## config.mk

```make
export PLATFORM = sky130hd
export DESIGN_NAME = di_lut_loader
export DESIGN_NICKNAME = d
export VERILOG_FILES = /design/src/rtl/di_lut_loader_pkg.sv /design/src/rtl/lut_curve_gen.sv /design/src/rtl/di_lut_loader.sv
export SDC_FILE = /design/constraint.sdc
export NUM_CORES = 1
export LEC_CHECK = 0
export ABC_AREA = 1
export CORE_MARGIN = 1
export CORE_UTILIZATION = 44
export CTS_CLUSTER_SIZE = 8
export DETAILED_ROUTE_END_ITERATION = 6
export GPL_ROUTABILITY_DRIVEN = 0
export GPL_TIMING_DRIVEN = 0
export PLACE_DENSITY = 0.69
export SLEW_MARGIN = 15
export SYNTH_ARGS = -nofsm -noshare
export SYNTH_HDL_FRONTEND = slang
export SYNTH_SLANG_ARGS = --single-unit
```

## constraint.sdc

```tcl
create_clock -name di_clk -period 13.6 [get_ports di_clk]
set_input_delay 1.36 -clock di_clk [delete_from_list [all_inputs] [get_ports di_clk]]
set_output_delay 1.36 -clock di_clk [all_outputs]
set_load 0.05 [all_outputs]
```

## src/rtl/di_lut_loader_pkg.sv

```systemverilog
// Shared definitions for the DI lookup-table loader.
//   - TERM_* : DI terminal identifiers that commonly receive generated tables
//   - DI_STATUS_OK : responder transfer_status value meaning "accepted"
//   - DI_TERM_DESELECT : terminal address that selects no terminal
//   - di_err_e : error codes reported on err_code
//   - di_lut_state_e : loader sequencer states
package di_lut_loader_pkg;

    localparam logic [15:0] TERM_LookupMap   = 16'h0010;
    localparam logic [15:0] TERM_GammaMap    = 16'h0011;
    localparam logic [15:0] TERM_ContrastMap = 16'h0012;

    localparam logic [15:0] DI_STATUS_OK     = 16'h0000;
    localparam logic [15:0] DI_TERM_DESELECT = 16'hFFFF;

    typedef enum logic [1:0] {
        ERR_NONE    = 2'd0,
        ERR_TIMEOUT = 2'd1,
        ERR_STATUS  = 2'd2,
        ERR_VERIFY  = 2'd3
    } di_err_e;

    typedef enum logic [3:0] {
        ST_IDLE,
        ST_WR_SETUP,
        ST_WR_WAIT,
        ST_WR_STROBE,
        ST_RD_SETUP,
        ST_RD_WAIT,
        ST_RD_SETTLE,
        ST_RD_CHECK,
        ST_FINISH,
        ST_FAIL
    } di_lut_state_e;

endpackage

```

## src/rtl/lut_curve_gen.sv

```systemverilog
// Piecewise-linear curve generator: value = min(2^PIXEL_WIDTH-1, offset + (acc >> GAIN_FRAC)),
// where acc starts at 0 on clear and grows by gain on every step.
// Ports:
//   di_clk  : clock
//   clear   : restart the curve at entry 0 (wins over step)
//   step    : advance to the next entry
//   gain    : unsigned slope with GAIN_FRAC fraction bits
//   offset  : curve intercept
//   value   : clamped table entry for the current position
module lut_curve_gen
    import di_lut_loader_pkg::*;
#(
    parameter int PIXEL_WIDTH = 8,
    parameter int ADDR_WIDTH  = 10,
    parameter int GAIN_FRAC   = 8
) (
    input  logic                   di_clk,
    input  logic                   clear,
    input  logic                   step,
    input  logic [15:0]            gain,
    input  logic [PIXEL_WIDTH-1:0] offset,
    output logic [PIXEL_WIDTH-1:0] value
);

    localparam int ACC_W = ADDR_WIDTH + 16;
    // One extra bit so offset + integer part can never wrap before the clamp.
    localparam int SUM_W = ACC_W + 1;

    logic [ACC_W-1:0] acc;
    logic [SUM_W-1:0] sum;

    function automatic logic [PIXEL_WIDTH-1:0] sat_pixel(input logic [SUM_W-1:0] s);
        if (s > SUM_W'({PIXEL_WIDTH{1'b1}}))
            sat_pixel = {PIXEL_WIDTH{1'b1}};
        else
            sat_pixel = s[PIXEL_WIDTH-1:0];
    endfunction

    // Accumulator is pure data: every pass starts with clear, so no reset needed.
    always_ff @(posedge di_clk) begin
        if (clear)
            acc <= '0;
        else if (step)
            acc <= acc + ACC_W'(gain);
    end

    assign sum   = SUM_W'(offset) + SUM_W'(acc >> GAIN_FRAC);
    assign value = sat_pixel(sum);

endmodule

```

## src/rtl/di_lut_loader.sv

```systemverilog
// DI-bus initiator that writes a generated piecewise-linear curve into a
// terminal's table (one entry per register address) and optionally reads
// every entry back and compares it with the regenerated curve.
// Ports:
//   di_clk, resetb           : clock, asynchronous active-low reset
//   start                    : one-cycle pulse to begin a load (ignored while busy)
//   verify_en, term_addr, base_addr, count, gain, offset : load setup, sampled at start
//   busy, done               : load in progress / one-cycle completion pulse
//   error, err_code, err_index : sticky failure flag, cause and failing entry
//   di_term_addr, di_reg_addr, di_reg_datai : DI address/data towards the responder
//   di_write_mode, di_write, di_read_mode, di_read_req, di_read : DI strobes
//   di_write_rdy, di_read_rdy, di_reg_datao, di_transfer_status : responder side
module di_lut_loader
    import di_lut_loader_pkg::*;
#(
    parameter int PIXEL_WIDTH   = 8,
    parameter int DI_DATA_WIDTH = 16,
    parameter int ADDR_WIDTH    = 10,
    parameter int GAIN_FRAC     = 8,
    parameter int TIMEOUT       = 255
) (
    input  logic                     di_clk,
    input  logic                     resetb,
    input  logic                     start,
    input  logic                     verify_en,
    input  logic [15:0]              term_addr,
    input  logic [31:0]              base_addr,
    input  logic [ADDR_WIDTH:0]      count,
    input  logic [15:0]              gain,
    input  logic [PIXEL_WIDTH-1:0]   offset,
    output logic                     busy,
    output logic                     done,
    output logic                     error,
    output logic [1:0]               err_code,
    output logic [ADDR_WIDTH-1:0]    err_index,
    output logic [15:0]              di_term_addr,
    output logic [31:0]              di_reg_addr,
    output logic                     di_write_mode,
    output logic                     di_write,
    output logic                     di_read_mode,
    output logic                     di_read_req,
    output logic                     di_read,
    output logic [DI_DATA_WIDTH-1:0] di_reg_datai,
    input  logic                     di_write_rdy,
    input  logic                     di_read_rdy,
    input  logic [DI_DATA_WIDTH-1:0] di_reg_datao,
    input  logic [15:0]              di_transfer_status
);

    localparam int TW = $clog2(TIMEOUT + 1);
    localparam logic [TW-1:0] TMR_LAST = TW'(TIMEOUT - 1);

    di_lut_state_e state;

    // Setup captured at start
    logic [15:0]            term_q;
    logic [31:0]            base_q;
    logic [ADDR_WIDTH:0]    count_q;
    logic [15:0]            gain_q;
    logic [PIXEL_WIDTH-1:0] offset_q;
    logic                   verify_q;

    // Entry index needs ADDR_WIDTH+1 bits so a full 2^ADDR_WIDTH table is reachable
    logic [ADDR_WIDTH:0]    idx;
    logic [TW-1:0]          tmr;
    // Still true while every WR_WAIT cycle so far saw ready with a bad status
    logic                   st_bad;

    logic                   last_entry;
    logic                   gen_clear;
    logic                   gen_step;
    logic [PIXEL_WIDTH-1:0] curve_value;
    logic [PIXEL_WIDTH-1:0] rd_data;
    logic                   unused_datao_hi;

    assign last_entry = (idx == count_q - {{ADDR_WIDTH{1'b0}}, 1'b1});
    assign rd_data    = di_reg_datao[PIXEL_WIDTH-1:0];
    assign unused_datao_hi = ^di_reg_datao[DI_DATA_WIDTH-1:PIXEL_WIDTH];

    // The generator must already hold value(i) when a SETUP state reads it, so
    // clear/step are decoded from the current state rather than registered.
    assign gen_clear = ((state == ST_IDLE) && start) ||
                       ((state == ST_WR_STROBE) && last_entry && verify_q);
    assign gen_step  = ((state == ST_WR_STROBE) && !last_entry) ||
                       ((state == ST_RD_CHECK) && !last_entry);

    lut_curve_gen #(
        .PIXEL_WIDTH (PIXEL_WIDTH),
        .ADDR_WIDTH  (ADDR_WIDTH),
        .GAIN_FRAC   (GAIN_FRAC)
    ) u_curve (
        .di_clk (di_clk),
        .clear  (gen_clear),
        .step   (gen_step),
        .gain   (gain_q),
        .offset (offset_q),
        .value  (curve_value)
    );

    always_ff @(posedge di_clk) begin
        if ((state == ST_IDLE) && start) begin
            term_q   <= term_addr;
            base_q   <= base_addr;
            count_q  <= count;
            gain_q   <= gain;
            offset_q <= offset;
        end
    end

    always_ff @(posedge di_clk or negedge resetb) begin
        if (!resetb) begin
            state         <= ST_IDLE;
            verify_q      <= 1'b0;
            idx           <= '0;
            tmr           <= '0;
            st_bad        <= 1'b0;
            busy          <= 1'b0;
            done          <= 1'b0;
            error         <= 1'b0;
            err_code      <= ERR_NONE;
            err_index     <= '0;
            di_term_addr  <= DI_TERM_DESELECT;
            di_reg_addr   <= '0;
            di_reg_datai  <= '0;
            di_write_mode <= 1'b0;
            di_write      <= 1'b0;
            di_read_mode  <= 1'b0;
            di_read_req   <= 1'b0;
            di_read       <= 1'b0;
        end else begin
            done <= 1'b0;
            case (state)
                ST_IDLE: begin
                    if (start) begin
                        verify_q <= verify_en;
                        busy     <= 1'b1;
                        error    <= 1'b0;
                        err_code <= ERR_NONE;
                        idx      <= '0;
                        state    <= (count == '0) ? ST_FINISH : ST_WR_SETUP;
                    end
                end

                ST_WR_SETUP: begin
                    di_term_addr  <= term_q;
                    di_reg_addr   <= base_q + 32'(idx);
                    di_reg_datai  <= DI_DATA_WIDTH'(curve_value);
                    di_write_mode <= 1'b1;
                    tmr           <= '0;
                    st_bad        <= 1'b1;
                    state         <= ST_WR_WAIT;
                end

                ST_WR_WAIT: begin
                    if (di_write_rdy && (di_transfer_status == DI_STATUS_OK)) begin
                        di_write <= 1'b1;
                        state    <= ST_WR_STROBE;
                    end else if (tmr == TMR_LAST) begin
                        err_code <= (st_bad && di_write_rdy) ? ERR_STATUS : ERR_TIMEOUT;
                        state    <= ST_FAIL;
                    end else begin
                        tmr    <= tmr + TW'(1);
                        st_bad <= st_bad && di_write_rdy;
                    end
                end

                ST_WR_STROBE: begin
                    di_write <= 1'b0;
                    if (last_entry) begin
                        if (verify_q) begin
                            idx   <= '0;
                            state <= ST_RD_SETUP;
                        end else begin
                            state <= ST_FINISH;
                        end
                    end else begin
                        idx   <= idx + 1'b1;
                        state <= ST_WR_SETUP;
                    end
                end

                ST_RD_SETUP: begin
                    di_write_mode <= 1'b0;
                    di_read_mode  <= 1'b1;
                    di_read_req   <= 1'b1;
                    di_term_addr  <= term_q;
                    di_reg_addr   <= base_q + 32'(idx);
                    tmr           <= '0;
                    state         <= ST_RD_WAIT;
                end

                ST_RD_WAIT: begin
                    if (di_read_rdy) begin
                        di_read_req <= 1'b0;
                        state       <= ST_RD_SETTLE;
                    end else if (tmr == TMR_LAST) begin
                        err_code <= ERR_TIMEOUT;
                        state    <= ST_FAIL;
                    end else begin
                        tmr <= tmr + TW'(1);
                    end
                end

                // Responder RAM output is registered: give it one cycle.
                ST_RD_SETTLE: begin
                    di_read <= 1'b1;
                    state   <= ST_RD_CHECK;
                end

                ST_RD_CHECK: begin
                    di_read <= 1'b0;
                    if (rd_data != curve_value) begin
                        err_code <= ERR_VERIFY;
                        state    <= ST_FAIL;
                    end else if (last_entry) begin
                        state <= ST_FINISH;
                    end else begin
                        idx   <= idx + 1'b1;
                        state <= ST_RD_SETUP;
                    end
                end

                ST_FAIL: begin
                    error         <= 1'b1;
                    err_index     <= idx[ADDR_WIDTH-1:0];
                    di_write_mode <= 1'b0;
                    di_write      <= 1'b0;
                    di_read_mode  <= 1'b0;
                    di_read_req   <= 1'b0;
                    di_read       <= 1'b0;
                    state         <= ST_FINISH;
                end

                ST_FINISH: begin
                    di_write_mode <= 1'b0;
                    di_write      <= 1'b0;
                    di_read_mode  <= 1'b0;
                    di_read_req   <= 1'b0;
                    di_read       <= 1'b0;
                    di_term_addr  <= DI_TERM_DESELECT;
                    done          <= 1'b1;
                    busy          <= 1'b0;
                    state         <= ST_IDLE;
                end

                default: state <= ST_IDLE;
            endcase
        end
    end

endmodule

```

# Yosys cells after proc, flatten, opt, wreduce, memory -nomap -nowiden
# Cells that the tools add are included.
# word_totals
reg_bits	210
inputBits	121
wordCells	139
# classes
add_sub_neg	6
n_lt_le_gt_ge	1
n_eq_ne	24
n_mux	45
reduce_logical	39
# op_table
operator	n
11-bit 2-to-1 mux	5
4-bit 2-to-1 mux	9
4-bit one-hot mux with 9 select lines	1
11-bit one-hot mux with 3 select lines	1
32-bit by 11-bit adder with 32-bit output	1
8-bit 2-to-1 mux	4
16-bit one-hot mux with 2 select lines	1
27-bit by 8-bit greater-than comparator with 1-bit output (second input constant)	1
26-bit by 16-bit adder with 26-bit output	1
8-bit one-hot mux with 3 select lines	1
2-bit != test (second input constant)	10
8-bit by 18-bit adder with 19-bit output	1
4-bit by 3-bit equality test with 1-bit output (second input constant)	4
16-bit zero test	1
2-bit nonzero test	8
2-bit 2-to-1 mux	7
1-bit one-hot mux with 2 select lines	7
11-bit by 1-bit adder with 11-bit output (second input constant)	1
11-bit equality test	1
11-bit zero test	1
11-bit by 1-bit subtractor with 11-bit output (second input constant)	1
2-bit AND reduction	5
3-bit nonzero test	3
3-bit OR reduction	3
20 further kinds	37

# Longest topological paths before layout
# depth
word_depth	6
mapped_depth	25
ltp_nobuf	24

# Hierarchy
# From an unflattened synthesis, not the netlist that was laid out.
# hier_totals
hier_cells	1468
area_unflattened_um2	11622.4
# by_module_without_submodules
module	instances	cells_each	area_each_um2	seq_area_each_um2
di_lut_loader	1	969	8763.4	5039.8
lut_curve_gen	1	499	2859.0	520.5

# Least setup slack after synthesis
# Ideal clock, no wire load.
# synth_timing
path_type	input -> register
startpoint	in start
endpoint	reg u_curve.acc[19]
t_arrival_ns	6.111
t_required_ns	13.474
slack_ns	7.363
cell_stages	8
n_path_buf	1
cell_sequence	inv_1 nor2_1 inv_1 nand2_2 inv_2 buf_2 o21ai_0 a21oi_1
# synth_via
elab_chain_cells	2
# synth_lines
element	line_no	source
from (decl)	di_lut_loader.sv:24	input logic start,
1-bit logical AND	di_lut_loader.sv:82	assign gen_clear = ((state == ST_IDLE) && start) ||
1-bit logical OR	di_lut_loader.sv:82	
to (signal assigned)	lut_curve_gen.sv:44	acc <= acc + ACC_W'(gain);
to (decl)	lut_curve_gen.sv:29	logic [ACC_W-1:0] acc;
# No other way between the ends.
# A chain may end at the register's enable or synchronous reset.

# Worst setup path after layout
# layout_timing
startpoint	reg u_curve.acc[8]
endpoint	reg idx[9]
# layout_via
elab_chain_cells	6
# layout_lines
element	line_no	source
8-bit by 18-bit adder with 19-bit output (*)	lut_curve_gen.sv:47	assign sum = SUM_W'(offset) + SUM_W'(acc >> GAIN_FRAC);
27-bit by 8-bit greater-than comparator with 1-bit output	lut_curve_gen.sv:33	if (s > SUM_W'({PIXEL_WIDTH{1'b1}}))
8-bit 2-to-1 mux (*)	lut_curve_gen.sv:33	
8-bit != test (*)	di_lut_loader.sv:212	if (rd_data != curve_value) begin
2-bit != test (no line) (*)	n/a	
5-bit AND reduction (no line) (*)	n/a	
to (signal assigned)	di_lut_loader.sv:177	idx <= idx + 1'b1;
to (signal assigned)	di_lut_loader.sv:218	idx <= idx + 1'b1;
to (decl)	di_lut_loader.sv:64	logic [ADDR_WIDTH:0] idx;
# Every way passes the cells marked *; elsewhere a longest branch is shown, timed or not.

==> metrics.md <==
| Metric | Value |
|---|---|
| Clock tree from TritonCTS | built |
| Worst hold-check path type | flip-flop to flip-flop |
| Worst hold slack | 456 ps |
| Relative area change from synthesis to final layout | 29.3% |
| Share of layout cells above drive strength 1 | roughly 6.9% |
| Startpoint kind of the worst setup timing path | flip-flop |
| Number of synthesized flops with an enable pin | 83 |
| Power dissipated by switching net loads | ~0.0014 W |
| Max Clock Skew | ~10 ps |
| Number of cells produced by synthesis | about 1300 |
| Placeable core region | 25100 um2 |
| Commonest non-fill, non-tap cell in the layout | sky130_fd_sc_hd__nand2_1 |
| Number of rows created at floorplan | slightly below 60 |
| Largest net degree at the start of global routing | 72 |
| Fmax | 287 MHz |
| Count of inserted antenna diode cells | 0 |
| Portion of the post-synthesis area used by sequential elements | just under 50% |
| Vias in the first global route | between 9000 and 10000 |
| DIE HEIGHT | between 150 and 200 um |
| Top library cells by usage in the layout, fill and taps aside | sky130_fd_sc_hd__nand2_1, sky130_fd_sc_hd__clkdlybuf4s50_1, sky130_fd_sc_hd__inv_1 |
| Library cell used as clock root buffer | sky130_fd_sc_hd__clkbuf_16 |
| Critical Path Fanout Max | 10 |
| Remaining global-route overflow | 0 |
| Required time reported for the critical path endpoint | 14030 ps |
| Buffer depth of the longest clock path | 3 |
| Placement Cell Area | around 14000 um2 |
| Initial DRC count | ~610 |
| Proportion of total power due to net switching | between 40% and 50% |
| Fin Setup TNS | 0 ps |
| Synth Cell Area | roughly 11000 um2 |
| Width of the chip | ~160 um |
| Reported max-cap violation count | 0 |
| Most common flop cell mapped by yosys | sky130_fd_sc_hd__dfrtp_1 |
| P_leak | about 6.3 nW |
| Number of nets with antenna violations after routing | 0 |
| Final-report setup violation count | 0 |
| Worst max-slew margin expressed relative to the limit | a little under half |
| TritonCTS buffer count | 30 |
| Share of async-settable or async-resettable flops after synthesis | 48.1% |
| Worst Setup End Kind | flip-flop |
| DRC violations left | 0 |
| DR WL/cell | 15.2 um |
| Clock period minus final worst setup slack | about 3500 ps |
| Clock insertion delay at the later pin of the skew report | approximately 540 ps |
| Iteration count of the initial detailed-routing pass | 7 |
| Cell internal power dissipation | 0.00183 W |
| Starting utilization of the core area | 44.7% |
| Register clock-pin slew on the reported worst setup and hold paths | ~50 ps |
| Status | complete, no violations |
| Synth Warn # | 0 |
| Setup repair after global routing missed its margin | false |
| Share of the clock period used by the worst path after layout | 25.6% |
| Detailed placer's ending HPWL | approximately 22000 um |
| Post-placement setup slack | a little under 10000 ps |
| Unique cell type count in the Yosys netlist | 52 |
| Worst vdd rail ir drop | between 150 and 200 uV |
| Data arrival time of the worst path | 3910 ps |
| Mean post-synth cell area | between 8 and 9 um2 |
| Number of I/O pins | between 200 and 250 |
| Cell Pwr Density | ~230 nW/um2 |
| Gate power share | 47.9% |
| Total via count after detailed routing | ~9700 |
| PortBufs | 188 |
| Slack of the critical path | just over 10000 ps |
| Cts repair resizes | 0 |
| Number of buffers inserted by hold repair at cts | 0 |
| Slew of the pin with the lowest slew margin | 794 ps |
| Final Max Slew Viols | 0 |
| Area of the die | ~26000 um2 |
| Total number of H-tree levels | 1 |
| Nets | around 1700 |
| Fin. Hold Viols | 0 |
| Setup repair bufs after CTS | 0 |
| Total wire length | roughly 29000 um |
| Number of antenna violations at the first check in global routing | 0 |
| Setup CP Type | flip-flop to flip-flop |
| Sinks on the clock net | 210 |
| Final design area excluding fillers | roughly 15000 um2 |
| Clock network fraction of design power | between 20% and 30% |
| First-pass GRT wire length | ~48000 um |
| DR vias/cell | slightly above 5 |
| Flip-flop and latch count after synthesis | 210 |
| All-layer global routing usage | between 20 and 25% |
| Sequential share of power | slightly above 30% |
## final cells by class
type	instances	area [um2]
buffer	30	160
inverter	152	571
sequential	210	5560
timing repair buffer	192	1970
tap	330	413
clock buffer	55	866
fill	2250	10600
multi-input combinational	948	4970
clock inverter	1	6.26
## flip-flops by register name, indices dropped and copies added (netlist names), 2 cells and up
name,flops
base_q,32
di_reg_addr,32
u_curve.acc,26
di_term_addr,16
gain_q,16
term_q,16
count_q,11
idx,11
err_index,10
di_reg_datai,8
offset_q,8
tmr,8
state,4
err_code,2
## path summary, 6_finish.rpt
check,startpoint,end,slack [ps],cells past startpoint
setup / recovery,u_curve.acc[8],idx[9],10120,22
hold / removal,term_q[12],di_term_addr[12],460,2
setup reg to reg,u_curve.acc[8],idx[9],10120,22
hold reg to reg,term_q[12],di_term_addr[12],460,2
max in group asynchronous,resetb,di_term_addr[10],12190,2
min in group asynchronous,resetb,err_index[2],700,1
## routing by layer
| metal | global-route usage (%) | part of all wire (%) |
|---|---|---|
| met4 | 8.40 | 3.5 |
| met1 | 29.2 | 44 |
| met3 | 3.96 | 6.0 |
| met2 | 38.1 | 47 |
| met5 | 0 | 0 |
## power groups by stage
stage          sequential, W  clock [W]  combinational (W)
2_1_floorplan        0.00131          0           0.000775
3_3_place_gp         0.00104          0            0.00152
3_5_place_dp         0.00102          0            0.00157
6_report             0.00101   0.000690            0.00157
5_1_grt              0.00103   0.000732            0.00173
4_1_cts              0.00101   0.000705            0.00157
## synth_stat cells (all sizes together), types with 2 or more instances
cell	number	share of area, %
nand3	81	3.8
o2111ai	2	0.16
o21ai	89	4.0
inv	150	5.0
clkbuf	17	0.57
nand3b	7	0.47
o211ai	2	0.13
nor4	17	1.1
ha	39	4.3
xnor2	22	1.7
dfrtp	85	19
a21oi	66	2.9
a31oi	7	0.39
and3	2	0.11
nor2	127	4.5
clkinv	2	0.067
o21bai	4	0.27
nor3b	3	0.20
a21boi	2	0.13
nand4	26	1.5
buf	13	0.86
fa	3	0.53
o31ai	7	0.47
dfstp	16	3.7
edfxtp	83	22
nor3	24	1.2
or2	13	0.72
xor2	34	2.7
nand2	355	12
dfxtp	26	4.6
## worst max-delay path: stages (launching register included)
cell and delay [ps]:
sky130_fd_sc_hd__dfxtp_1 380, sky130_fd_sc_hd__ha_1 250, sky130_fd_sc_hd__inv_1 70, sky130_fd_sc_hd__fa_1 380, sky130_fd_sc_hd__inv_1 120, sky130_fd_sc_hd__nand2_1 80, sky130_fd_sc_hd__nand2_1 80, sky130_fd_sc_hd__nand3_1 110
sky130_fd_sc_hd__nand2_1 180, sky130_fd_sc_hd__nand2_1 70, sky130_fd_sc_hd__nand2_1 90, sky130_fd_sc_hd__nand3_2 100, sky130_fd_sc_hd__nor2_4 240, sky130_fd_sc_hd__nand4_1 180, sky130_fd_sc_hd__xor2_1 210, sky130_fd_sc_hd__nand2_1 80
sky130_fd_sc_hd__nor2_1 80, sky130_fd_sc_hd__nand2_1 150, sky130_fd_sc_hd__nand2_2 170, sky130_fd_sc_hd__nand2_2 80, sky130_fd_sc_hd__buf_6 140, sky130_fd_sc_hd__nand2_1 60, sky130_fd_sc_hd__nand2_1 50
## cells by family (layout without fill, tap and decap cells)
logic type | count (synthesis) | after routing | share of synthesized area [%]
compound gates | 186 | 186 | 8.97
xor+xnor | 56 | 56 | 4.37
fa+ha+maj | 42 | 42 | 4.88
buf+inv | 182 | 430 | 6.51
flops | 210 | 210 | 49.5
other cells | 1 | 8 | 0.0334
simple gates | 656 | 656 | 25.7
## metrics by stage
stage	std cells	utilization (%)	power, W
2_1_floorplan	1340	-	0.00209
3_3_place_gp	1858	54.0	0.00256
3_5_place_dp	1862	54.4	0.00259
4_1_cts	1918	57.8	0.00329
5_1_grt	1918	57.8	0.00349
6_report	1918	57.8	0.00327
No activity file was read; power rests on OpenSTA's default activity.
